--- config.mk ---
export PLATFORM = sky130hd
export DESIGN_NAME = vga_frame_status
export DESIGN_NICKNAME = d
export VERILOG_FILES = /design/src/rtl/vga_frame_pkg.sv /design/src/rtl/frame_tick_div.sv /design/src/rtl/vga_frame_status.sv
export SDC_FILE = /design/constraint.sdc
export NUM_CORES = 1
export LEC_CHECK = 0
export CAP_MARGIN = 20
export CELL_PAD_IN_SITES_DETAIL_PLACEMENT = 0
export CELL_PAD_IN_SITES_GLOBAL_PLACEMENT = 2
export CORE_ASPECT_RATIO = 1.2
export CORE_MARGIN = 1
export CORE_UTILIZATION = 30
export DETAILED_ROUTE_END_ITERATION = 8
export GPL_TIMING_DRIVEN = 1
export PLACE_DENSITY_LB_ADDON = 0.1
export SYNTH_ARGS = -nofsm -noshare
export SYNTH_HDL_FRONTEND = slang
export SYNTH_HIERARCHICAL = 1
export SYNTH_SLANG_ARGS = --single-unit
--- constraint.sdc ---
create_clock -name clk_i -period 2.9 [get_ports clk_i]
set_clock_uncertainty 0.2 [all_clocks]
set_input_delay 0.58 -clock clk_i [delete_from_list [all_inputs] [get_ports clk_i]]
set_output_delay 0.58 -clock clk_i [all_outputs]
set_load 0.03 [all_outputs]
--- src/rtl/vga_frame_pkg.sv ---
// Shared constants for the VGA frame status peripheral.
// Contents: register addresses, status/control bit positions, and a
// saturating 8-bit increment helper.
package vga_frame_pkg;

    localparam int unsigned FRAME_W = 16;

    // Register map (3-bit Avalon word address)
    localparam logic [2:0] REG_FRAME_LO = 3'd0;
    localparam logic [2:0] REG_FRAME_HI = 3'd1;
    localparam logic [2:0] REG_STATUS   = 3'd2;
    localparam logic [2:0] REG_MISSED   = 3'd3;
    localparam logic [2:0] REG_CTRL     = 3'd4;
    localparam logic [2:0] REG_TICK_DIV = 3'd5;

    // Status register bits (REG_STATUS)
    localparam int unsigned ST_PENDING = 0;
    localparam int unsigned ST_VBLANK  = 1;
    localparam int unsigned ST_MISSED  = 2;

    // Control register bits (REG_CTRL)
    localparam int unsigned CTL_IRQ_EN = 0;

    function automatic logic [7:0] sat_inc8(input logic [7:0] v);
        return (v == 8'hFF) ? v : v + 8'd1;
    endfunction

endpackage

--- src/rtl/frame_tick_div.sv ---
// Game-tick divider: emits a one-cycle tick on every (tick_div+1)-th frame start.
// Ports:
//   clk_i, reset_i   clock, synchronous active-high reset
//   frame_start_i    one-cycle pulse per frame
//   tick_div_i       period minus one, in frames
//   div_load_i       divider reprogrammed this cycle; restarts the count
//   tick_o           combinational tick pulse, aligned with frame_start_i
module frame_tick_div
    import vga_frame_pkg::*;
(
    input  logic       clk_i,
    input  logic       reset_i,
    input  logic       frame_start_i,
    input  logic [7:0] tick_div_i,
    input  logic       div_load_i,
    output logic       tick_o
);

    logic [7:0] tick_cnt_q, tick_cnt_d;
    logic       wrap;

    assign wrap   = (tick_cnt_q == tick_div_i);
    assign tick_o = frame_start_i & wrap;

    always_comb begin
        tick_cnt_d = tick_cnt_q;
        // A divider write restarts the period even if a frame starts in the same cycle.
        if (div_load_i) begin
            tick_cnt_d = 8'd0;
        end else if (frame_start_i) begin
            tick_cnt_d = wrap ? 8'd0 : tick_cnt_q + 8'd1;
        end
    end

    always_ff @(posedge clk_i) begin
        if (reset_i) begin
            tick_cnt_q <= 8'd0;
        end else begin
            tick_cnt_q <= tick_cnt_d;
        end
    end

endmodule

--- src/rtl/vga_frame_status.sv ---
// Avalon-MM status peripheral reporting VGA frame timing to software.
// Ports:
//   clk_i, reset_i                  clock, synchronous active-high reset
//   chipselect_i, read_i, write_i   Avalon slave strobes
//   address_i[2:0], writedata_i[7:0] register index / write data
//   readdata_o[7:0]                 registered read data, 1-cycle latency
//   irq_o                           level interrupt: pending & irq_en
//   vga_vs_i                        active-low vsync, same clock domain
//   vga_blank_n_i                   active-low blanking from the timing generator
module vga_frame_status
    import vga_frame_pkg::*;
(
    input  logic       clk_i,
    input  logic       reset_i,
    input  logic       chipselect_i,
    input  logic       read_i,
    input  logic       write_i,
    input  logic [2:0] address_i,
    input  logic [7:0] writedata_i,
    output logic [7:0] readdata_o,
    output logic       irq_o,
    input  logic       vga_vs_i,
    input  logic       vga_blank_n_i
);

    logic               vs_q;
    logic               frame_start;
    logic [FRAME_W-1:0] frame_cnt_q, frame_cnt_d;
    logic [7:0]         hi_latch_q, hi_latch_d;
    logic [7:0]         tick_div_q, tick_div_d;
    logic               irq_en_q, irq_en_d;
    logic               pending_q, pending_d;
    logic [7:0]         missed_q, missed_d;
    logic [7:0]         readdata_q, readdata_d;

    logic rd_en, wr_en;
    logic div_load, clr_pending, clr_missed;
    logic tick, missed_inc;

    assign frame_start = vs_q & ~vga_vs_i;

    assign rd_en       = chipselect_i & read_i;
    assign wr_en       = chipselect_i & write_i;
    assign div_load    = wr_en & (address_i == REG_TICK_DIV);
    assign clr_pending = wr_en & (address_i == REG_STATUS) & writedata_i[0];
    assign clr_missed  = wr_en & (address_i == REG_STATUS) & writedata_i[1];

    frame_tick_div u_tick_div (
        .clk_i        (clk_i),
        .reset_i      (reset_i),
        .frame_start_i(frame_start),
        .tick_div_i   (tick_div_q),
        .div_load_i   (div_load),
        .tick_o       (tick)
    );

    // A tick that coincides with a pending clear just re-arms pending; it is not a miss.
    assign missed_inc = tick & pending_q & ~clr_pending;

    always_comb begin
        frame_cnt_d = frame_cnt_q;
        if (frame_start) begin
            frame_cnt_d = frame_cnt_q + 16'd1;
        end

        pending_d = pending_q;
        if (tick) begin
            pending_d = 1'b1;
        end else if (clr_pending) begin
            pending_d = 1'b0;
        end

        missed_d = missed_q;
        if (clr_missed) begin
            missed_d = missed_inc ? 8'd1 : 8'd0;
        end else if (missed_inc) begin
            missed_d = sat_inc8(missed_q);
        end

        irq_en_d   = irq_en_q;
        tick_div_d = tick_div_q;
        if (wr_en && address_i == REG_CTRL) begin
            irq_en_d = writedata_i[CTL_IRQ_EN];
        end
        if (div_load) begin
            tick_div_d = writedata_i;
        end
    end

    // Read mux samples pre-update register values, so a low-byte read in a
    // frame_start cycle captures a coherent 16-bit pair.
    always_comb begin
        readdata_d = readdata_q;
        hi_latch_d = hi_latch_q;
        if (rd_en) begin
            case (address_i)
                REG_FRAME_LO: begin
                    readdata_d = frame_cnt_q[7:0];
                    hi_latch_d = frame_cnt_q[15:8];
                end
                REG_FRAME_HI: readdata_d = hi_latch_q;
                REG_STATUS: begin
                    readdata_d             = 8'h00;
                    readdata_d[ST_PENDING] = pending_q;
                    readdata_d[ST_VBLANK]  = ~vga_blank_n_i;
                    readdata_d[ST_MISSED]  = (missed_q != 8'd0);
                end
                REG_MISSED:   readdata_d = missed_q;
                REG_CTRL:     readdata_d = {7'b0, irq_en_q};
                REG_TICK_DIV: readdata_d = tick_div_q;
                default:      readdata_d = 8'h00;
            endcase
        end
    end

    always_ff @(posedge clk_i) begin
        if (reset_i) begin
            vs_q        <= 1'b1;
            frame_cnt_q <= '0;
            hi_latch_q  <= 8'd0;
            tick_div_q  <= 8'd0;
            irq_en_q    <= 1'b0;
            pending_q   <= 1'b0;
            missed_q    <= 8'd0;
            readdata_q  <= 8'd0;
        end else begin
            vs_q        <= vga_vs_i;
            frame_cnt_q <= frame_cnt_d;
            hi_latch_q  <= hi_latch_d;
            tick_div_q  <= tick_div_d;
            irq_en_q    <= irq_en_d;
            pending_q   <= pending_d;
            missed_q    <= missed_d;
            readdata_q  <= readdata_d;
        end
    end

    assign readdata_o = readdata_q;
    assign irq_o      = pending_q & irq_en_q;

endmodule

==> results of run 1 <==
[layer usage]
metal	wire length, um	track usage [%]	vias up
met1	3640	20.6	1139
met3	240	3.64	8
met2	3480	26.7	40
li1	-	-	1223
met5	0	0	-
met4	102	6.03	0
[where the power goes]
part | switching, mW | leakage (nW) | internal (mW)
clock | 0.355 | 0.137 | 0.622
combinational | 0.0905 | 0.698 | 0.0776
sequential | 0.0154 | 0.477 | 0.827
total | 0.461 | 1.31 | 1.53
[cell families after synthesis]
group           after synthesis  share of synthesized area, %
buf+inv                      27                          4.56
xor+xnor                     27                          8.06
flops                        59                          40.2
fa+ha+maj                     4                          1.71
simple gates                131                          24.0
compound gates               47                          11.8
mux                          28                          9.63
[flip-flops by register name (all words and copies together), names as in the netlist]
name                   flops
vs_q                       1
frame_cnt_q               16
pending_q                  1
tick_div_q                 8
readdata_o                 8
irq_en_q                   1
u_tick_div/tick_cnt_q      8
hi_latch_q                 8
missed_q                   8
[worst max-delay path, cell delays in order]
cell and delay (ns):
clkdlybuf4s50_1 0.42, nor2b_1 0.19, nand2_1 0.11, nor3_1 0.30, nand2_1 0.15, a31o_4 0.27
or4_1 0.50, a21oi_1 0.15
[path summary, 6_finish.rpt]
path | cells past startpoint | endpoint | start | slack [ns]
max | 8 | missed_q[4]$_SDFFE_PP0P_ | vga_vs_i | 0.28
max reg2reg | 7 | missed_q[4]$_SDFFE_PP0P_ | u_tick_div/tick_cnt_q[3]$_SDFFE_PP0P_ | 0.49
min | 2 | readdata_o[0]$_SDFFE_PP0P_ | readdata_o[0]$_SDFFE_PP0P_ | 0.25
min reg2reg | 2 | readdata_o[0]$_SDFFE_PP0P_ | readdata_o[0]$_SDFFE_PP0P_ | 0.25
[cells in the mapped netlist, drive strengths merged (6+ instances only)]
cell     instances
nand2           15
a21oi           15
xnor2           13
xor2            14
nor3             9
buf             10
clkbuf          10
nand3           13
dfxtp           59
nand4           12
o31ai           10
mux2i           26
or4              7
nor2            48
o2bb2ai          6
inv              6
[area by class of cell]
cell class,count,area (um^2),share of cell area [%]
Timing Repair Buffer,39,370,10.2
Multi-Input combinational cell,237,1620,44.7
Inverter,7,26.3,0.725
Clock inverter,2,10.0,0.276
Tap cell,123,154,4.24
Sequential cell,59,1180,32.6
Clock buffer,14,264,7.28
[per-stage QoR]
| stage | hold slack, ns | setup WS (ns) |
|---|---|---|
| 2_1_floorplan | 0.252 | 0.197 |
| 3_3_place_gp | 0.251 | -0.00205 |
| 3_5_place_dp | 0.253 | -0.0260 |
| 4_1_cts | 0.260 | 0.307 |
| 5_1_grt | 0.282 | 0.134 |
| 6_report | 0.255 | 0.276 |
==> out/results.tsv, run 1 <==
metric	value	unit
status	completed	
grt_start_max_net_pins	41	
report.final.slew_viol_count	0	
die_x	92.3	um
cts_buffer_depth	2	
crit_path_end_kind	flip-flop	
drcViolationCount	0	
path_max_fanout	10	
grt_pass1_wl	12.3	mm
clock_latency	0.32	ns
start_kind	input pin	
synth-seq-cells	59	
yosys-top-cells-area	dfxtp_1 (40%), mux2i_1 (8.9%), nor2_1 (6.1%)	
cts_made_buffers	9	
drive_above_1_share	9.50	%
rsz0062_at_grt	no	
yosysTopAreaCell	dfxtp_1	
area_growth	23.5	%
required	2.95	ns
dp_hpwl	5.51	mm
synth_nets	345	
ctsHtreeMaxLevel	3	
ir_worst_vdd	271	uV
synth.top_cell.area_share	40.2	%
fin_crit_sh	90.5	%
postCtsHoldBufs	0	
viasPerCell	5.01	
cts_resized	0	
post_cts_buffers	0	
post_dp_cell_area	3350	um^2
path_class	input pin to flip-flop	
powerDensity	548	nW/um^2
ys_types	43	
hold_viol	0	
synth_edf_count	0	
syn_inst	323	
yosysWarnings	6	
wl_per_cell	15.5	um
async_flop_share	0	%
diodes	0	
fin_nets	375	
synth_flop_cell	dfxtp_1	
fillCellCount	997	
drt-initial-drc-count	113	
path_clk_slew	0.05	ns
utilization	38.1	%
layout_commonest_cell	dfxtp_1	
track_usage	16.1	%
critPathArrivalTime	2.67	ns
port_buffers	26	
cts-root-buf	clkbuf_16	
antenna_found_initial	0	
finalPower	1.99	mW
tns	0	ns
rows	39	
initial_core_util	30.8	%
max_slew_margin	65.7	%
p_leak	1.31	nW
setup_violations	0	
cts.sinks	59	
overflow	0	
wl	7.46	mm
syn-cell-area	2940	um^2
maxCapViolations	0	
mostFrequentLayoutCells	dfxtp_1 (59), nor2_1 (48), mux2i_1 (26), clkdlybuf4s50_1 (26)	
drt_pass1_iterations	4	
syn_area_per_cell	9.09	um^2
hold_path.class	flip-flop to flip-flop	
synth-seq-area-share	40.2	%
io_pins	27	
die_h	110	um
globalplace.congestion	0.764	
grt_pass1_vias	2312	
tightest_slew	0.511	ns
post-place-cells	465	
fin_area	3630	um^2
die-area	10200	um^2
layout_min_cycle_time	2.62	ns
drtAntennaViolNets	0	
final_cells	481	
core_area	9520	um^2
max_freq	381	MHz
vias	2410	
cts_tree	yes	
Power figures use the tool's default switching activity.
==> run 2: changes to the inputs <==
CORE_ASPECT_RATIO = 0.7   (was 1.2)
MAX_ROUTING_LAYER = met4   (was default)
==> run 2 against run 1 <==
Worst setup slack improved by 0.0099 ns. Count of clock-buffer cells in the layout down 3. First-iteration DRC count increased by 35%. Sequential cell count unchanged. Largest cell class unchanged.
==> out/results.tsv, run 2 (synthesis results as in run 1) <==
metric	value	unit	change
status	completed		
path_cells	clkdlybuf4s50_1 -> nor2b_1 -> nand2_1 -> nor3_1 -> buf_4 -> nand2_1 -> a31o_4 -> or4_1 -> a21oi_1		
whs_endpoint	readdata_o[1]$_SDFFE_PP0P_		
overflow	0		unchanged
path_clk_slew	0.05	ns	about the same
ctsHtreeMaxLevel	3		unchanged
layout_min_cycle_time	2.61	ns	-0.00992 ns
rsz0062_at_grt	no		
globalplace.congestion	0.739		-3.2%
cts_tree	yes		
cp_slowest_stage_delay	0.51	ns	about the same
worstReg2RegEnd	missed_q[4]$_SDFFE_PP0P_		
io_pins	27		unchanged
layout_commonest_cell	dfxtp_1		
die_h	84.8	um	-23%
clock_latency	0.32	ns	about the same
tns	0	ns	unchanged
critical_path_depth	9		+1
drive_above_1_share	10.6	%	+1.1 points
cts_made_buffers	9		unchanged
critPathArrivalTime	2.66	ns	about the same
largest_register_ffs	16		unchanged
fillCellCount	975		-2.2%
powerDensity	562	nW/um^2	+2.6%
mostFrequentLayoutCells	dfxtp_1 (59), nor2_1 (48), mux2i_1 (26), clkdlybuf4s50_1 (26)		
ir_worst_vdd	255	uV	-5.9%
vias	2396		-0.58%
diodes	0		unchanged
grt_pass1_wl	12.7	mm	+3.7%
hold_path.class	flip-flop to flip-flop		
max_freq	383	MHz	+0.38%
rrSetupSlack	0.46	ns	-0.03 ns
port_buffers	26		unchanged
critical_path.top_delay_family	simple AND/OR/NAND/NOR gates		
track_usage	17.1	%	+0.95 points
r2r_cells	8		+1
path_common_cell	nand2_1		
report.final.slew_viol_count	0		unchanged
area_growth	25.2	%	
worstHoldPathCells	2		unchanged
utilization	39.6	%	+1.5 points
r2r-start	u_tick_div/tick_cnt_q[3]$_SDFFE_PP0P_		
core_area	9290	um^2	-2.4%
cts_buffer_depth	2		unchanged
fin_hold_ws	0.262	ns	+0.00751 ns
cts-root-buf	clkbuf_16		
drcViolationCount	0		unchanged
crit_path_end_kind	flip-flop		
cts_resized	0		unchanged
drt-initial-drc-count	153		+35%
maxCapViolations	0		unchanged
die-area	10200	um^2	about the same
post_cts_buffers	0		unchanged
required	2.95	ns	about the same
dp_hpwl	5.65	mm	+2.5%
top_register	frame_cnt_q		
tightest_slew	0.568	ns	+0.0568 ns
die_x	120	um	+30%
antenna_found_initial	0		unchanged
postCtsHoldBufs	0		unchanged
regArea	1180	um^2	unchanged
initial_core_util	31.6	%	+0.75 points
hold_start	readdata_o[1]$_SDFFE_PP0P_		
p_leak	1.34	nW	+1.8%
fin_crit_sh	90.1	%	-0.34 points
hold_viol	0		unchanged
grt_start_max_net_pins	32		-22%
drt_pass1_iterations	4		unchanged
multi_input_area	1620	um^2	unchanged
wl	7.68	mm	+3.0%
cts.sinks	59		unchanged
path_class	input pin to flip-flop		
rows	29		-26%
path_max_fanout	12		+2
grt_pass1_vias	2321		+0.39%
fin_nets	377		+0.53%
drtAntennaViolNets	0		unchanged
critPathBufInv	2		+1
viasPerCell	4.95		-1.2%
wl_per_cell	15.9	um	+2.4%
setup_violations	0		unchanged
max_slew_margin	62.0	%	-3.6 points
cp_slowest_cell	or4_1		
start_kind	input pin		
## run 2: cell type report
| class | count | area share [%] |
|---|---|---|
| timing repair buffer | 41 | 10.8 |
| inverter | 7 | 0.715 |
| sequential | 59 | 32.1 |
| clock inverter | 5 | 1.43 |
| clock buffer | 11 | 6.60 |
| multi-input combinational | 237 | 44.1 |
| tap | 124 | 4.22 |
## run 2: worst max path at each step
stage               startpoint                  endpoint
finish                vga_vs_i  missed_q[4]$_SDFFE_PP0P_
global placement      vga_vs_i  missed_q[4]$_SDFFE_PP0P_
global route          vga_vs_i  missed_q[4]$_SDFFE_PP0P_
floorplan             vga_vs_i  missed_q[2]$_SDFFE_PP0P_
CTS                   vga_vs_i  missed_q[4]$_SDFFE_PP0P_
detailed placement    vga_vs_i  missed_q[4]$_SDFFE_PP0P_
## run 2: power breakdown
| group | leakage, nW | total, mW | switching (mW) | internal, mW |
|---|---|---|---|---|
| clock network | 0.145 | 1.05 | 0.366 | 0.683 |
| registers | 0.477 | 0.842 | 0.0158 | 0.827 |
| logic | 0.712 | 0.175 | 0.0922 | 0.0828 |
| total | 1.34 | 2.07 | 0.474 | 1.59 |
## run 2: per-layer routing
metal / wire [um] / vias to the layer above / global-route usage, % / part of all wire [%]
li1: - / 1234 / - / -
met1: 4160 / 1116 / 25.0 / 54
met2: 3120 / 42 / 22.3 / 41
met3: 348 / 4 / 5.16 / 4.5
met4: 53 / 0 / 4.04 / 0.69
met5: 0 / - / - / 0
## run 2: worst register-to-register path, delay by kind of cell, from the launching register on
kind | cells | cell delay, ns
simple gates | 4 | 1.01
xor+xnor | 1 | 0.15
flops | 1 | 0.44
compound gates | 2 | 0.43
buf+inv | 1 | 0.15
## run 2: metrics by stage
step | setup WS [ns] | instance area, um^2 | std cells | total power, mW
final | 0.286 | 3680 | 484 | 2.07
after global routing | 0.163 | 3680 | 484 | 2.15
after CTS | 0.267 | 3680 | 484 | 2.10
after detailed placement | -0.0693 | 3380 | 468 | 1.04
after global placement | -0.0185 | 3380 | 468 | 1.04
after floorplan | 0.197 | 2940 | 323 | 0.959
==> run 3: changes to the inputs <==
CORE_MARGIN = default   (was 1)
==> results of run 3 <==
Same layout as run 2: the final DEF is identical, and so are final timing and power.
